<file path="src/rtl/imem_fetch_ctrl_pkg.sv">
`default_nettype none
// ============================================================================
// Module      : mips_pkg
// Description : Shared fetch-stage types, widths and state encodings.
// Revision    : 1.0 - initial release
// ============================================================================
package mips_pkg;

    localparam int INSTR_W = 32;
    localparam int PC_W    = 32;

    localparam logic [INSTR_W-1:0] NOP = 32'h0000_0000;

    localparam logic [1:0] C_ST_IDLE  = 2'd0;
    localparam logic [1:0] C_ST_FETCH = 2'd1;
    localparam logic [1:0] C_ST_FAULT = 2'd2;

    typedef enum logic [1:0] {
        ST_IDLE  = C_ST_IDLE,
        ST_FETCH = C_ST_FETCH,
        ST_FAULT = C_ST_FAULT
    } fetch_state_t;

    typedef struct packed {
        logic [PC_W-1:0]    pc;
        logic [INSTR_W-1:0] instr;
    } fetch_entry_t;

    // Address is unusable if not word aligned or beyond a 2**aw word memory.
    function automatic logic addr_bad(input logic [PC_W-1:0] a, input int aw);
        return (a[1:0] != 2'b00) || ((a >> (aw + 2)) != '0);
    endfunction

endpackage
`default_nettype wire

</file>
<file path="src/rtl/imem_fetch_ctrl_if.sv">
`default_nettype none
// ============================================================================
// Module      : imem_fetch_ctrl_if
// Description : imem, decode handshake and redirect signals of the fetch stage.
// Revision    : 1.0 - initial release
// ============================================================================
interface imem_fetch_ctrl_if
    import mips_pkg::*;
#(
    parameter int AW = 6
);
    logic                enable;
    logic [AW-1:0]       imem_addr;
    logic [INSTR_W-1:0]  imem_rd;
    logic                instr_valid;
    logic [INSTR_W-1:0]  instr;
    logic [PC_W-1:0]     instr_pc;
    logic                instr_ready;
    logic                redirect_valid;
    logic [PC_W-1:0]     redirect_pc;
    logic                fault;
    logic [PC_W-1:0]     fault_pc;

    modport master (
        input  enable, imem_rd, instr_ready, redirect_valid, redirect_pc,
        output imem_addr, instr_valid, instr, instr_pc, fault, fault_pc
    );

    modport slave (
        output enable, imem_rd, instr_ready, redirect_valid, redirect_pc,
        input  imem_addr, instr_valid, instr, instr_pc, fault, fault_pc
    );
endinterface
`default_nettype wire

</file>
<file path="src/rtl/imem_fetch_ctrl_buf.sv">
`default_nettype none
// ============================================================================
// Module      : fetch_buf2
// Description : Two-entry {pc, instr} FIFO with push, pop, flush and count.
// Revision    : 1.0 - initial release
// ============================================================================
module fetch_buf2
    import mips_pkg::*;
(
    input  wire logic         clk,
    input  wire logic         rst,
    input  wire logic         i_push,
    input  wire fetch_entry_t i_push_data,
    input  wire logic         i_pop,
    input  wire logic         i_flush,
    output fetch_entry_t      o_head,
    output logic [1:0]        o_count
);

    fetch_entry_t r_ent0;
    fetch_entry_t r_ent1;
    logic [1:0]   r_count;

    logic w_pop;
    logic w_push;

    assign w_pop  = i_pop && (r_count != 2'd0);
    assign w_push = i_push && ((r_count != 2'd2) || w_pop);

    // Entry 0 is always the head; a pop shifts entry 1 forward.
    always_ff @(posedge clk) begin
        if (rst) begin
            r_ent0  <= '0;
            r_ent1  <= '0;
            r_count <= 2'd0;
        end else if (i_flush) begin
            r_count <= 2'd0;
        end else begin
            case ({w_pop, w_push})
                2'b10: begin
                    r_ent0  <= r_ent1;
                    r_count <= r_count - 2'd1;
                end
                2'b01: begin
                    if (r_count == 2'd0) begin
                        r_ent0 <= i_push_data;
                    end else begin
                        r_ent1 <= i_push_data;
                    end
                    r_count <= r_count + 2'd1;
                end
                2'b11: begin
                    if (r_count == 2'd1) begin
                        r_ent0 <= i_push_data;
                    end else begin
                        r_ent0 <= r_ent1;
                        r_ent1 <= i_push_data;
                    end
                end
                default: begin
                    r_count <= r_count;
                end
            endcase
        end
    end

    assign o_head  = r_ent0;
    assign o_count = r_count;

endmodule
`default_nettype wire

</file>
<file path="src/rtl/imem_fetch_ctrl.sv">
`default_nettype none
// ============================================================================
// Module      : imem_fetch_ctrl
// Description : PC owner and fetch sequencer feeding decode from imem.
// Revision    : 1.0 - initial release
// ============================================================================
module imem_fetch_ctrl
    import mips_pkg::*;
#(
    parameter int          AW       = 6,
    parameter logic [31:0] RESET_PC = 32'h0000_0000
)(
    input  wire logic          clk,
    input  wire logic          reset,
    imem_fetch_ctrl_if.master  bus
);

    fetch_state_t      r_state;
    logic [PC_W-1:0]   r_pc;
    logic              r_fault;
    logic [PC_W-1:0]   r_fault_pc;

    fetch_entry_t      w_head;
    fetch_entry_t      w_push_data;
    logic [1:0]        w_count;
    logic              w_valid;
    logic              w_pop;
    logic              w_in_fault;
    logic              w_redirect;
    logic              w_space;
    logic              w_try_push;
    logic              w_pc_bad;
    logic              w_rpc_bad;
    logic              w_push;

    assign w_valid    = (w_count != 2'd0);
    assign w_pop      = w_valid && bus.instr_ready;
    assign w_in_fault = (r_state == ST_FAULT);
    assign w_redirect = bus.redirect_valid && !w_in_fault;
    assign w_space    = (w_count != 2'd2) || w_pop;
    assign w_pc_bad   = addr_bad(r_pc, AW);
    assign w_rpc_bad  = addr_bad(bus.redirect_pc, AW);

    // Pushing on enable rather than on the FETCH state gives the one-cycle
    // start-up latency out of IDLE.
    assign w_try_push = !w_in_fault && bus.enable && !w_redirect && w_space;
    assign w_push     = w_try_push && !w_pc_bad;

    assign w_push_data.pc    = r_pc;
    assign w_push_data.instr = bus.imem_rd;

    fetch_buf2 u_buf (
        .clk         (clk),
        .rst         (reset),
        .i_push      (w_push),
        .i_push_data (w_push_data),
        .i_pop       (w_pop),
        .i_flush     (w_redirect),
        .o_head      (w_head),
        .o_count     (w_count)
    );

    always_ff @(posedge clk) begin
        if (reset) begin
            r_state    <= ST_IDLE;
            r_pc       <= RESET_PC;
            r_fault    <= 1'b0;
            r_fault_pc <= '0;
        end else begin
            case (r_state)
                ST_FAULT: begin
                    r_state <= ST_FAULT;
                end
                default: begin
                    if (w_redirect) begin
                        r_pc <= bus.redirect_pc;
                        if (w_rpc_bad) begin
                            r_state    <= ST_FAULT;
                            r_fault    <= 1'b1;
                            r_fault_pc <= bus.redirect_pc;
                        end else begin
                            r_state <= bus.enable ? ST_FETCH : ST_IDLE;
                        end
                    end else if (w_try_push && w_pc_bad) begin
                        r_state    <= ST_FAULT;
                        r_fault    <= 1'b1;
                        r_fault_pc <= r_pc;
                    end else begin
                        if (w_push) begin
                            r_pc <= r_pc + 32'd4;
                        end
                        r_state <= bus.enable ? ST_FETCH : ST_IDLE;
                    end
                end
            endcase
        end
    end

    assign bus.imem_addr   = r_pc[AW+1:2];
    assign bus.instr_valid = w_valid;
    assign bus.instr       = w_valid ? w_head.instr : NOP;
    assign bus.instr_pc    = w_valid ? w_head.pc : '0;
    assign bus.fault       = r_fault;
    assign bus.fault_pc    = r_fault_pc;

endmodule
`default_nettype wire

</file>
<file path="src/flat_wrapper.sv">
// flat-port wrapper written by rule: the top's interface ports become plain ports
module imem_fetch_ctrl_flat import mips_pkg::*;
#(
    parameter int          AW       = 6,
    parameter logic [31:0] RESET_PC = 32'h0000_0000
)
  (clk, reset, bus_enable, bus_imem_rd, bus_instr_ready, bus_redirect_valid, bus_redirect_pc, bus_imem_addr, bus_instr_valid, bus_instr, bus_instr_pc, bus_fault, bus_fault_pc);
  imem_fetch_ctrl_if #(.AW(AW)) bus_i ();
  input  wire logic clk;
  input  wire logic reset;
  input wire logic [$bits(bus_i.enable)-1:0] bus_enable;
  input wire logic [$bits(bus_i.imem_rd)-1:0] bus_imem_rd;
  input wire logic [$bits(bus_i.instr_ready)-1:0] bus_instr_ready;
  input wire logic [$bits(bus_i.redirect_valid)-1:0] bus_redirect_valid;
  input wire logic [$bits(bus_i.redirect_pc)-1:0] bus_redirect_pc;
  output wire logic [$bits(bus_i.imem_addr)-1:0] bus_imem_addr;
  output wire logic [$bits(bus_i.instr_valid)-1:0] bus_instr_valid;
  output wire logic [$bits(bus_i.instr)-1:0] bus_instr;
  output wire logic [$bits(bus_i.instr_pc)-1:0] bus_instr_pc;
  output wire logic [$bits(bus_i.fault)-1:0] bus_fault;
  output wire logic [$bits(bus_i.fault_pc)-1:0] bus_fault_pc;
  assign bus_i.enable = bus_enable;
  assign bus_i.imem_rd = bus_imem_rd;
  assign bus_i.instr_ready = bus_instr_ready;
  assign bus_i.redirect_valid = bus_redirect_valid;
  assign bus_i.redirect_pc = bus_redirect_pc;
  assign bus_imem_addr = bus_i.imem_addr;
  assign bus_instr_valid = bus_i.instr_valid;
  assign bus_instr = bus_i.instr;
  assign bus_instr_pc = bus_i.instr_pc;
  assign bus_fault = bus_i.fault;
  assign bus_fault_pc = bus_i.fault_pc;
  imem_fetch_ctrl #(.AW(AW), .RESET_PC(RESET_PC)) u_core (.clk(clk), .reset(reset), .bus(bus_i));
endmodule
</file>
<file path="config.mk">
export PLATFORM = sky130hd
export DESIGN_NAME = imem_fetch_ctrl_flat
export DESIGN_NICKNAME = d
export VERILOG_FILES = /design/src/rtl/imem_fetch_ctrl_pkg.sv /design/src/rtl/imem_fetch_ctrl_if.sv /design/src/rtl/imem_fetch_ctrl_buf.sv /design/src/rtl/imem_fetch_ctrl.sv /design/src/flat_wrapper.sv
export SDC_FILE = /design/constraint.sdc
export NUM_CORES = 1
export LEC_CHECK = 0
export CAP_MARGIN = 20
export CORE_MARGIN = 1
export CORE_UTILIZATION = 46
export CTS_BUF_LIST = sky130_fd_sc_hd__clkbuf_16
export CTS_CLUSTER_DIAMETER = 100
export DETAILED_ROUTE_END_ITERATION = 16
export GPL_TIMING_DRIVEN = 0
export PLACE_DENSITY = 0.77
export SETUP_SLACK_MARGIN = 0.15
export SYNTH_ARGS = -nofsm -noshare
export SYNTH_HDL_FRONTEND = slang
export SYNTH_SLANG_ARGS = --single-unit
export TNS_END_PERCENT = 5
</file>
<file path="constraint.sdc">
create_clock -name clk -period 2.67 [get_ports clk]
set_input_delay 0.534 -clock clk [delete_from_list [all_inputs] [get_ports clk]]
set_output_delay 0.534 -clock clk [all_outputs]
set_load 0.01 [all_outputs]
</file>
==> reports/results.ini, run 1 <==
[synthesis]
synth.distinct_cells = 42
syn-cell-area_um2 = 8300
ys_warn_count = 0
synthArstFlopShare = 0
yosys.area.top_type = dfxtp_1
synth_nets = 1060
synthTopCellsByArea = dfxtp_1 48%, nand2_1 8.4%, nor2b_1 6.9%, a211oi_1 6.2%, a22oi_1 5.8%
yosysSeqAreaShare = 0.475
syn_avg_cell_area_um2 = 8.43
yosys.area.top_type_share = 0.475
synth_edf_count = 0
synthCells = 984
synth_seq_cells = 197
ys.flop_type = dfxtp_1

[worst_hold_path]
worstHoldStart = u_core.u_buf.r_ent1[9]$_SDFFE_PP0P_
whs_path_depth = 2
hold_path_end = u_core.u_buf.r_ent1[9]$_SDFFE_PP0P_
hold_class = reg -> reg

[cts]
cts_root_buf = clkbuf_16
numCtsBuffers = 17
clock_path_buffers = 2
cts_tree = built
insertion_delay_ns = 0.44
cts.clk_slew.worst_paths_ns = 0.07
htreeDepth = 4
holdBufCountCts = 0
clock_sinks = 197

[setup_path]
reg2regPathDepth = 14
crit_family = simple AND/OR/NAND/NOR gates
crit_start = u_core.u_buf.o_count[1]$_SDFFE_PP0P_
slowest_stage = a2111o_1
cpPeakStageDelay_ns = 0.41
cp_cell_sequence = inv_2 -> ha_4 -> nor2b_4 -> inv_2 -> a2111o_1 -> nor3_4 -> ha_2 -> nor2b_4 -> o21ai_4 -> nand2b_4 -> clkbuf_16 -> clkbuf_16 -> nand2_1 -> a21oi_1
crit_arrival_ns = 3.18
required_ns = 2.96
path_max_fanout = 6
start_kind = flip-flop
crit_path_end_kind = flip-flop
crit_buf_inv = 4
crit_type = reg -> reg
timing.rr.start = u_core.u_buf.o_count[1]$_SDFFE_PP0P_
r2r_slack_ns = -0.22
r2r-end = u_core.u_buf.r_ent1[37]$_SDFFE_PP0P_

[grt]
grt_max_degree = 20
grt_pass1_wl_um = 37300
grt.overflow.total = 0
grt_pass1_vias = 7287
track_usage = 0.260
antenna_found_initial = 0

[final_layout]
n_antenna_cell = 0
layout-drive-gt1-share = 0.224
final_cell_area_um2 = 12200
area_delta_synth_final_pct = 47.6
nets = 1288

[sta]
fin_worst_skew_ns = 0.00872
tightest_slew_ns = 0.803
hold_slack_ns = 0.457
maxSlewViolCount = 0
fin_crit_ns = 2.89
setup_ws_ns = -0.224
slew_headroom = 0.465
post-route-period-util = 1.08
grt_setup_unrepaired = true
hold_viol = 0
setup_violations = 126
max_freq_mhz = 346

[power]
p_sw_frac = 0.266
power_leakage_nw = 4.45
p_int_mw = 4.71
seqPwrFrac = 0.485
worst_ir_drop_vdd_uv = 515
powerDensity_nw_per_um2 = 524
p_total_mw = 6.42
clock_power_share = 0.403
p_sw_mw = 1.70
power_frac_comb = 0.112

[place]
place_ws_ns = -0.975
place_congestion = 0.815
hpwl_um = 16300
port-buffer-count = 171
post_dp_cell_area_um2 = 10500

[die]
initial_core_util = 0.475
core-area_um2 = 17500
rows = 48
die-height_um = 136
die_area_um2 = 18600
io_pins = 173
die_width_um = 136

[routing]
viasPerCell = 5.51
final_antenna_net_count = 0
drc = 0
routedWlPerCell_um = 18.0
wirelength_um = 26100
vias = 7986
firstDrtPassIters = 6
drt_iter0_markers = 428

[status]
status = finished with violations
failed_checks = setup timing

[run]
drv_cap = 0

[final cells by class]
cell class	instances	area (um^2)
clock buffer	17	425
inverter	13	48.8
fill	1297	5230
multi-input combinational	686	4440
buffer	88	810
timing repair buffer	209	2120
clock inverter	15	169
sequential	197	3950
tap	225	282
[worst max path at each step]
stage / to / slack (ns) / cells past startpoint
floorplan: u_core.u_buf.r_ent1[21]$_SDFFE_PP0P_ / 0.03 / 12
global placement: u_core.u_buf.o_head[26]$_SDFFE_PP0P_ / -0.91 / 11
CTS: u_core.u_buf.o_head[48]$_SDFFE_PP0P_ / -0.07 / 13
finish: u_core.u_buf.r_ent1[37]$_SDFFE_PP0P_ / -0.22 / 14
detailed placement: u_core.u_buf.o_head[34]$_SDFFE_PP0P_ / -0.97 / 11
global route: u_core.u_buf.o_head[53]$_SDFFE_PP0P_ / -0.31 / 14
[tightest hold or removal path, stage by stage, from the launching register on]
cell and delay [ns]:
dfxtp_1 0.31, nand2_1 0.05, a21oi_1 0.05
[kinds of logic (layout without fill, tap and decap cells)]
| logic type | count (synthesis) | after routing | share of synthesized area |
|---|---|---|---|
| xor gates and xnor gates | 6 | 6 | 0.00633 |
| and+or+nand+nor | 395 | 395 | 0.219 |
| buffers and inverters | 101 | 342 | 0.0517 |
| DFF | 197 | 197 | 0.475 |
| muxes | 30 | 30 | 0.0400 |
| adders and majority gates | 7 | 7 | 0.0106 |
| AOI/OAI and AO/OA | 248 | 248 | 0.197 |
[synthesized netlist by cell type, drive strengths merged, types with 2 or more instances]
master	n
dfxtp	197
nand2	185
a21oi	93
nor2b	92
nor2	79
a211oi	69
clkbuf	69
a22oi	64
mux2	25
buf	19
nor4	16
inv	13
nand4	8
ha	7
nand3	6
o31ai	6
xnor2	6
mux2i	5
o21ai	5
nor3	4
o21a	3
nand2b	2
[metal layers]
layer | global-route usage | part of all wire | vias up
met5 | 0 | 0 | -
li1 | - | - | 3864
met3 | 0.0488 | 0.050 | 53
met4 | 0.0926 | 0.027 | 0
met1 | 0.342 | 0.44 | 3787
met2 | 0.423 | 0.48 | 282
[timing repair]
action,CTS,global route
gates cloned,4,12
endpoints found under the setup margin,191,141
pin swaps,47,46
buffers inserted,13,9
resized for setup,168,144
[registers in the layout (all words and copies together), names as in the netlist]
| register | cells |
|---|---|
| u_core.r_pc | 32 |
| u_core.bus.fault_pc | 32 |
| u_core.bus.fault | 1 |
| u_core.u_buf.o_count | 2 |
| u_core.u_buf.r_ent1 | 64 |
| u_core.r_state | 2 |
| u_core.u_buf.o_head | 64 |
[power groups by stage]
stage / clock, mW / combinational [mW] / sequential [mW]
after floorplan: 0 / 0.328 / 3.16
after global placement: 0 / 0.633 / 3.17
after detailed placement: 0 / 0.639 / 3.17
after CTS: 2.60 / 0.683 / 3.11
after global routing: 2.75 / 0.768 / 3.12
final: 2.58 / 0.722 / 3.11
[cells in the final DEF, fill, tap and decap left out, types with 9 or more instances in the layout]
cell / instances
mux2_2: 19
a21oi_2: 15
buf_6: 10
nor2b_1: 88
clkbuf_16: 30
a22oi_2: 44
clkbuf_8: 12
buf_8: 12
dfxtp_1: 195
a211oi_2: 20
clkdlybuf4s50_1: 105
clkbuf_4: 13
a211oi_1: 49
a22oi_1: 20
dlymetal6s2s_1: 15
clkbuf_1: 29
clkbuf_2: 17
a21oi_1: 78
inv_1: 9
nor4_1: 16
buf_4: 30
nand2_1: 178
clkdlybuf4s15_1: 17
nor2_1: 77
dlygate4sd2_1: 17
[per-stage QoR]
stage / utilization / setup TNS, ns / std cells
after floorplan: - / 0 / 984
after global placement: 0.599 / -111.00 / 1380
after detailed placement: 0.599 / -111.95 / 1380
after CTS: 0.667 / -3.55 / 1429
after global routing: 0.701 / -25.61 / 1450
final: 0.701 / -16.78 / 1450
(Power assumes the default switching activity.)
==> run 2, diff against run 1 <==
Settings changed: MAX_ROUTING_LAYER from default to met4.
==> reports/results.ini, run 2 (synthesized netlist as in run 1, its figures left out) <==
[routing]
viasPerCell = 5.54  ; +0.59%
final_antenna_net_count = 0  ; unchanged
routedWlPerCell_um = 18.0  ; +0.13%
drt_iter0_markers = 379  ; -11%
wirelength_um = 26100  ; +0.13%
vias = 8033  ; +0.59%
drc = 0  ; unchanged
firstDrtPassIters = 5  ; -1

[die]
initial_core_util = 0.475  ; unchanged
io_pins = 173  ; unchanged
die-height_um = 136  ; unchanged
die_width_um = 136  ; unchanged
core-area_um2 = 17500  ; unchanged
rows = 48  ; unchanged
die_area_um2 = 18600  ; unchanged

[sta]
post-route-period-util = 1.10  ; +0.0178
setup_violations = 128  ; +1.6%
slew_headroom = 0.450  ; -0.0148
maxSlewViolCount = 0  ; unchanged
tightest_slew_ns = 0.825  ; +0.0222 ns
fin_crit_ns = 2.94  ; +0.0476 ns
max_freq_mhz = 340  ; -1.6%
fin_worst_skew_ns = 0.0123  ; +0.00354 ns
grt_setup_unrepaired = true
setup_ws_ns = -0.272  ; -0.0476 ns
hold_viol = 0  ; unchanged

[grt]
grt_pass1_wl_um = 37400  ; +0.17%
grt_max_degree = 20  ; unchanged
track_usage = 0.268  ; +0.00861
grt_pass1_vias = 7284  ; -0.041%
antenna_found_initial = 0  ; unchanged
grt.overflow.total = 0  ; unchanged

[final_layout]
final_cell_area_um2 = 12200  ; about the same
final_cell_mix = 195 x dfxtp_1, 178 x nand2_1, 105 x clkdlybuf4s50_1
n_antenna_cell = 0  ; unchanged
nets = 1288  ; unchanged
area_delta_synth_final_pct = 47.6  ; about the same
fill_cells = 1299  ; +0.15%
layout-drive-gt1-share = 0.227  ; +0.00327
layout_commonest_cell = dfxtp_1

[worst_hold_path]
worstHoldStart = u_core.u_buf.r_ent1[9]$_SDFFE_PP0P_
hold_path_end = u_core.u_buf.r_ent1[9]$_SDFFE_PP0P_
hold_class = reg -> reg
whs_path_depth = 2  ; unchanged

[place]
place_ws_ns = -0.975  ; unchanged
place_congestion = 0.827  ; +1.5%
hpwl_um = 16300  ; unchanged
port-buffer-count = 171  ; unchanged
post_dp_cell_area_um2 = 10500  ; unchanged

[setup_path]
crit_arrival_ns = 3.28  ; +0.10 ns
timing.rr.start = u_core.u_buf.o_count[0]$_SDFFE_PP0P_
reg2regPathDepth = 13  ; -1
start_kind = flip-flop
crit_path_end_kind = flip-flop
path_max_fanout = 10  ; +4
required_ns = 3.01  ; +0.05 ns
crit_type = reg -> reg
r2r-end = u_core.u_buf.o_head[15]$_SDFFE_PP0P_
r2r_slack_ns = -0.27  ; -0.05 ns

[cts]
holdBufCountCts = 0  ; unchanged
clock_sinks = 197  ; unchanged
numCtsBuffers = 17  ; unchanged
clock_path_buffers = 2  ; unchanged
cts_tree = built
cts.clk_slew.worst_paths_ns = 0.08  ; about the same
insertion_delay_ns = 0.44  ; about the same
htreeDepth = 4  ; unchanged
cts_root_buf = clkbuf_16

[power]
worst_ir_drop_vdd_uv = 514  ; -0.17%
powerDensity_nw_per_um2 = 525  ; +0.16%
power_leakage_nw = 4.45  ; about the same

[status]
failed_checks = setup timing
status = finished with violations

[run]
drv_cap = 0  ; unchanged

==> run 2: metrics by stage <==
step	total power [mW]	utilization	hold WS [ns]	TNS, ns	std cells
2_1_floorplan	3.49	-	0.432	0	984
3_3_place_gp	3.80	0.599	0.438	-111.00	1380
3_5_place_dp	3.81	0.599	0.446	-111.95	1380
4_1_cts	6.39	0.667	0.456	-3.55	1429
5_1_grt	6.64	0.701	0.478	-31.47	1450
6_report	6.43	0.701	0.457	-20.10	1450
==> run 2: power by group <==
group          leakage (nW)  internal, mW  switching, mW
clock network         0.282          1.34           1.26
logic                  2.57         0.350          0.371
registers              1.60          3.03         0.0836
==> run 2: metal layers <==
layer  track usage  wire, um  up-vias  share of wire
li1              -         -     3861              -
met1         0.344     11400     3826           0.44
met2         0.424     12700      300           0.49
met3        0.0433      1400       46          0.054
met4         0.102       609        0          0.023
met5             -         0        -              0
==> run 2: critical path, stage by stage (launching register included) <==
cell       delay, ns
dfxtp_2         0.36
inv_2           0.06
ha_4            0.17
nor2b_4         0.12
inv_2           0.05
a2111o_1        0.41
nor3_4          0.32
ha_2            0.30
buf_4           0.14
o21a_4          0.17
clkbuf_16       0.18
buf_4           0.20
a22oi_1         0.08
a211oi_1        0.28
==> run 2: layout make-up <==
type	instances	area [um^2]	share of cell area
clock inverter	15	169	0.0138
multi-input combinational	686	4450	0.363
timing repair buffer	209	2120	0.173
buffer	88	810	0.0661
tap	225	282	0.0230
inverter	13	48.8	0.00398
clock buffer	17	425	0.0347
sequential	197	3950	0.322
==> run 2: timing repair <==
item                       in CTS  in global routing
hold endpoints to repair        0                  0
gates cloned                    4                 12
pin swaps                      47                 41
setup endpoints to repair     191                141
setup buffers                  13                  9
resized for setup             168                147
==> run 2: worst max path at each step <==
stage | from | end | depth (start not counted)
final | u_core.u_buf.o_count[0]$_SDFFE_PP0P_ | u_core.u_buf.o_head[15]$_SDFFE_PP0P_ | 13
after global placement | bus_instr_ready | u_core.u_buf.o_head[26]$_SDFFE_PP0P_ | 11
after detailed placement | bus_instr_ready | u_core.u_buf.o_head[34]$_SDFFE_PP0P_ | 11
after CTS | u_core.u_buf.o_count[1]$_SDFFE_PP0P_ | u_core.u_buf.o_head[48]$_SDFFE_PP0P_ | 13
after floorplan | bus_instr_ready | u_core.u_buf.r_ent1[21]$_SDFFE_PP0P_ | 12
after global routing | u_core.u_buf.o_count[0]$_SDFFE_PP0P_ | u_core.u_buf.o_head[15]$_SDFFE_PP0P_ | 13
==> run 3, diff against run 2 <==
Settings changed: CTS_CLUSTER_SIZE from default to 20.
==> results of run 3 <==
The final DEF is identical to that of run 2; final timing and power are the same.
